--- src/rtl/ac_serial_nch.sv ---
// Multi-lane bit-serial activation accumulator: one partial sum per bit-plane, MSB-first,
// folded into a full-precision signed dot-product per lane with valid/ready on both sides.
module ac_serial_nch_lane #(
    parameter int IW = 6,
    parameter int OW = 14
) (
    input  logic          first,
    input  logic          step,
    input  logic          neg,
    input  logic [IW-1:0] ps,
    input  logic [OW-1:0] acc_q,
    output logic [OW-1:0] acc_d
);
    logic [OW-1:0] ps_x;

    always_comb begin
        ps_x  = {{(OW-IW){ps[IW-1]}}, ps};
        acc_d = acc_q;
        // The MSB plane of a two's-complement activation carries negative weight.
        if (first)     acc_d = neg ? (~ps_x + OW'(1)) : ps_x;
        else if (step) acc_d = {acc_q[OW-2:0], 1'b0} + ps_x;
    end
endmodule

module ac_serial_nch #(
    parameter int M      = 16,
    parameter int PA_MAX = 8,
    parameter int NCH    = 4,
    parameter int IW     = $clog2(M) + 2,
    parameter int OW     = IW + PA_MAX,
    parameter int CW     = $clog2(PA_MAX + 1)
) (
    input  logic              clk,
    input  logic              rst,
    input  logic [CW-1:0]     cfg_pa,
    input  logic              cfg_signed,
    input  logic              abort,
    input  logic              in_valid,
    output logic              in_ready,
    input  logic [NCH*IW-1:0] in_ps,
    output logic              out_valid,
    input  logic              out_ready,
    output logic [NCH*OW-1:0] out_acc,
    output logic              busy
);
    localparam logic [1:0] S_IDLE = 2'd0;
    localparam logic [1:0] S_ACC  = 2'd1;
    localparam logic [1:0] S_DONE = 2'd2;

    logic [1:0]                  state_q, state_d;
    logic [CW-1:0]               pa_q, pa_d, cnt_q, cnt_d, pa_clamp;
    logic                        sgn_q, sgn_d;
    logic [NCH-1:0][OW-1:0]      acc_q, acc_d, lane_nxt;
    logic                        beat, first, step;

    assign in_ready  = (state_q != S_DONE) || out_ready;
    assign out_valid = (state_q == S_DONE);
    assign busy      = (state_q != S_IDLE);
    assign out_acc   = acc_q;
    assign beat      = in_valid && in_ready;
    // In DONE a beat implies out_ready, so the retire and the new first beat share a cycle.
    assign first     = beat && (state_q != S_ACC);
    assign step      = beat && (state_q == S_ACC);

    always_comb begin
        pa_clamp = cfg_pa;
        if (cfg_pa == '0)               pa_clamp = CW'(1);
        else if (cfg_pa > CW'(PA_MAX))  pa_clamp = CW'(PA_MAX);
    end

    for (genvar i = 0; i < NCH; i++) begin : g_lane
        ac_serial_nch_lane #(.IW(IW), .OW(OW)) u_lane (
            .first (first),
            .step  (step),
            .neg   (cfg_signed),
            .ps    (in_ps[i*IW +: IW]),
            .acc_q (acc_q[i]),
            .acc_d (lane_nxt[i])
        );
    end

    always_comb begin
        state_d = state_q;
        pa_d    = pa_q;
        sgn_d   = sgn_q;
        cnt_d   = cnt_q;
        acc_d   = lane_nxt;
        if (abort) begin
            state_d = S_IDLE;
            cnt_d   = '0;
            acc_d   = '0;
        end else if (first) begin
            pa_d    = pa_clamp;
            sgn_d   = cfg_signed;
            cnt_d   = CW'(1);
            state_d = (pa_clamp == CW'(1)) ? S_DONE : S_ACC;
        end else if (step) begin
            cnt_d = cnt_q + CW'(1);
            if (cnt_d == pa_q) state_d = S_DONE;
        end else if (state_q == S_DONE && out_ready) begin
            state_d = S_IDLE;
        end
    end

    always_ff @(posedge clk) begin
        if (rst) begin
            state_q <= S_IDLE;
            pa_q    <= '0;
            sgn_q   <= 1'b0;
            cnt_q   <= '0;
            acc_q   <= '0;
        end else begin
            state_q <= state_d;
            pa_q    <= pa_d;
            sgn_q   <= sgn_d;
            cnt_q   <= cnt_d;
            acc_q   <= acc_d;
        end
    end
endmodule
--- config.mk ---
export PLATFORM = sky130hd
export DESIGN_NAME = ac_serial_nch
export DESIGN_NICKNAME = d
export VERILOG_FILES = /design/src/rtl/ac_serial_nch.sv
export SDC_FILE = /design/constraint.sdc
export NUM_CORES = 1
export LEC_CHECK = 0
export ABC_AREA = 1
export BUFFER_PORTS_ARGS = -buffer_cell sky130_fd_sc_hd__buf_2
export CAP_MARGIN = 25
export CORE_MARGIN = 2
export CORE_UTILIZATION = 50
export DETAILED_ROUTE_END_ITERATION = 10
export PLACE_DENSITY = 0.71
export SLEW_MARGIN = 20
export SYNTH_ARGS = -nofsm -noshare
export SYNTH_HDL_FRONTEND = slang
export SYNTH_SLANG_ARGS = --single-unit
--- constraint.sdc ---
create_clock -name clk -period 1.55 [get_ports clk]
set_input_delay 0.2325 -clock clk [delete_from_list [all_inputs] [get_ports clk]]
set_output_delay 0.2325 -clock clk [all_outputs]
set_load 0.05 [all_outputs]
==> results.cfg <==
[cts]
cts.clk_slew.worst_paths_ns = 0.06
cts_inserted_buffers = 9
cts_root_buffer = clkbuf_16
cts_tree = done
cts_hold_buf = 0
clkSinkCount = 66
htreeDepth = 3
clock_latency_ns = 0.34
cts_buffer_depth = 2

[pwr]
power_w = 0.00602
clkPwrFrac = 0.348
combPwrFrac = 0.347
power-per-cell-area_nw_per_um2 = 700
ir_drop_mv = 0.627
p_sw_w = 0.00213
internal_power_w = 0.00389
leakagePower_nw = 4.12
seqPwrFrac = 0.306
p_sw_frac = 0.354

[floorplan]
die_x_um = 110
die_h_um = 110
num_io_pins = 93
dieArea_um2 = 12200
rows = 38
start_util = 0.518
core_area_um2 = 10900

[synth]
yosys.area.top_type = dfxtp_1
synth-compound-area-share = 0.203
synth-seq-area-share = 0.233
synth_edf_count = 0
ys_warn_count = 0
synthDistinctLibCells = 37
synth-simple-area-share = 0.294
synthMuxAreaShare = 0
async_flop_share = 0
syn-cell-area_um2 = 5670
ys_ff_latch = 66
synth.avg_cell_area_um2 = 6.39
synth_cells = 887
synth_top_family_by_area = simple AND/OR/NAND/NOR gates
synth_ff_type = dfxtp_1
synthesis.nets = 982
synth_top_area_frac = 0.233
synth-xor-area-share = 0.0479
synthAdderAreaFrac = 0.140
synthTopCellsByArea = dfxtp_1 (23%), nand2_1 (15%), a21oi_1 (13%)

[run]
cap_violations = 0

[setup_path]
endpoint_kind = flip-flop
worstPathMaxFanout = 4
start_kind = flip-flop
rrSetupSlack_ns = -0.14
reg2reg_to = out_acc[21]$_SDFFE_PP0P_
endpoint = out_acc[21]$_SDFFE_PP0P_
r2r_start = out_acc[14]$_SDFFE_PP0P_
crit_arrival_ns = 1.96
crit_type = flip-flop to flip-flop
rr_worst_depth = 9
critPathLaunch = out_acc[14]$_SDFFE_PP0P_
critPathRequiredTime_ns = 1.82

[final_layout]
diodes = 0
nFillCells = 797
multi_input_area_um2 = 4860
seqCellArea_um2 = 1420
area_delta_synth_final_pct = 51.8
final_nets = 1185
drive_gt1_frac = 0.416

[global_route]
grt_max_degree = 45
first_global_vias = 6053
grt_pass1_wl_mm = 28.7
overflow = 0
antenna_found_initial = 0
gr-usage-all-layers = 0.281

[timing]
fin_skew_ns = 0.00866
drv_slew = 0
finalHoldViolations = 0
setup_violations = 13
rsz0062_at_grt = true
setup_slack_ns = -0.140
tns_ns = -0.643
tightest_slew_ns = 0.461
max_freq_mhz = 592
slew_headroom = 0.693
min_period_ns = 1.69
period_share = 1.09

[drt]
dr.pass1.iters = 5
wl_mm = 19.5
drt-initial-drc-count = 483
vias = 6829
drc = 0
drt-wirelength-per-cell_um = 15.8
final_antenna_net_count = 0
vias_per_cell = 5.53

[run_status]
violations = negative setup slack
status = complete, but fails checks

[placement]
numPortBuffers = 92
gp_congestion = 0.893
place_ws_ns = -0.129
hpwlAfterDp_mm = 12.7

[min_path]
hp-class = input port to flip-flop
cells in the mapped netlist, drive strengths merged, types with 4 or more instances:
| cell type | number |
|---|---|
| nor2 | 96 |
| fa | 4 |
| dfxtp | 66 |
| xnor2 | 11 |
| inv | 95 |
| buf | 9 |
| nand3 | 58 |
| o21ai | 37 |
| a21o | 4 |
| a31oi | 6 |
| a21oi | 149 |
| nand3b | 5 |
| clkbuf | 15 |
| ha | 57 |
| o21bai | 4 |
| nand4 | 8 |
| xor2 | 20 |
| nand2 | 229 |
worst min-delay path by stage:
stage                           endpoint  slack (ns)  cells after the start  from
global route        pa_q[1]$_SDFFE_PP0P_        0.13                      2   rst
floorplan           pa_q[1]$_SDFFE_PP0P_        0.30                      1   rst
CTS                 pa_q[2]$_SDFFE_PP0P_        0.10                      2   rst
finish              pa_q[2]$_SDFFE_PP0P_        0.12                      2   rst
detailed placement  pa_q[2]$_SDFFE_PP0P_        0.46                      2   rst
global placement    pa_q[2]$_SDFFE_PP0P_        0.46                      2   rst
state kept, by name, summed over array words and instances (netlist names):
signal / count
cnt_q: 4
pa_q: 4
state_q: 2
out_acc: 56
repair_timing:
action,CTS,global route
pin swaps,27,48
buffers inserted,3,8
gates cloned,0,2
resized for setup,40,139
setup endpoints to repair,33,56
cell families (layout without fill, tap and decap cells):
logic type	after synthesis	in the layout
AOI/OAI and AO/OA	210	210
xor gates and xnor gates	31	31
adders and majority gates	61	61
buffers and inverters	119	327
DFF	66	66
and+or+nand+nor	400	400
metrics by stage:
stage | instance area [um2] | cells | hold WS (ns) | util
floorplan | 5850 | 887 | 0.302 | -
finish | 8600 | 1235 | 0.121 | 0.786
CTS | 7760 | 1225 | 0.101 | 0.709
global route | 8600 | 1235 | 0.128 | 0.786
global placement | 7250 | 1206 | 0.458 | 0.663
detailed placement | 7250 | 1206 | 0.459 | 0.663
placed cells by master (no fill, tap or decap), types with 10 or more instances in the layout:
cell	n
dfxtp_1	16
o21ai_0	18
nor2_1	73
a21oi_2	29
a21oi_1	116
nand3_2	18
nand2_2	26
ha_1	18
xnor2_1	10
buf_2	92
dfxtp_2	37
nand3_1	36
xor2_1	20
nor2_2	16
o21ai_1	15
ha_4	39
buf_4	111
dfxtp_4	13
nand2_1	194
clkbuf_16	11
inv_1	89
per-layer routing:
metal,track usage,vias up,part of all wire
met4,0.101,0,0.023
met2,0.452,274,0.48
met1,0.386,3140,0.43
met3,0.0368,42,0.064
met5,0,-,0
li1,-,3373,-
power by group through the flow:
| stage | clock, W | combinational (W) | sequential [W] |
|---|---|---|---|
| 2_1_floorplan | 0 | 0.000887 | 0.00206 |
| 3_3_place_gp | 0 | 0.00171 | 0.00186 |
| 3_5_place_dp | 0 | 0.00173 | 0.00186 |
| 4_1_cts | 0.00211 | 0.00179 | 0.00183 |
| 5_1_grt | 0.00218 | 0.00226 | 0.00185 |
| 6_report | 0.00209 | 0.00209 | 0.00184 |
worst max-delay path: stages (launching register included):
cell	delay, ns
dfxtp_4	0.35
ha_4	0.16
fa_2	0.35
nand3_2	0.11
nand2_4	0.09
nand2_2	0.09
nand2_2	0.07
xor2_1	0.16
nand2_1	0.12
a21oi_2	0.12
layout make-up:
type,count,area share
Multi-Input combinational cell,702,0.565
Timing Repair Buffer,215,0.172
Sequential cell,66,0.165
Inverter,95,0.0428
Clock buffer,12,0.0323
Tap cell,140,0.0204
Clock inverter,4,0.00247
Timing Repair inverter,1,0.000873
(Power assumes the default switching activity.)
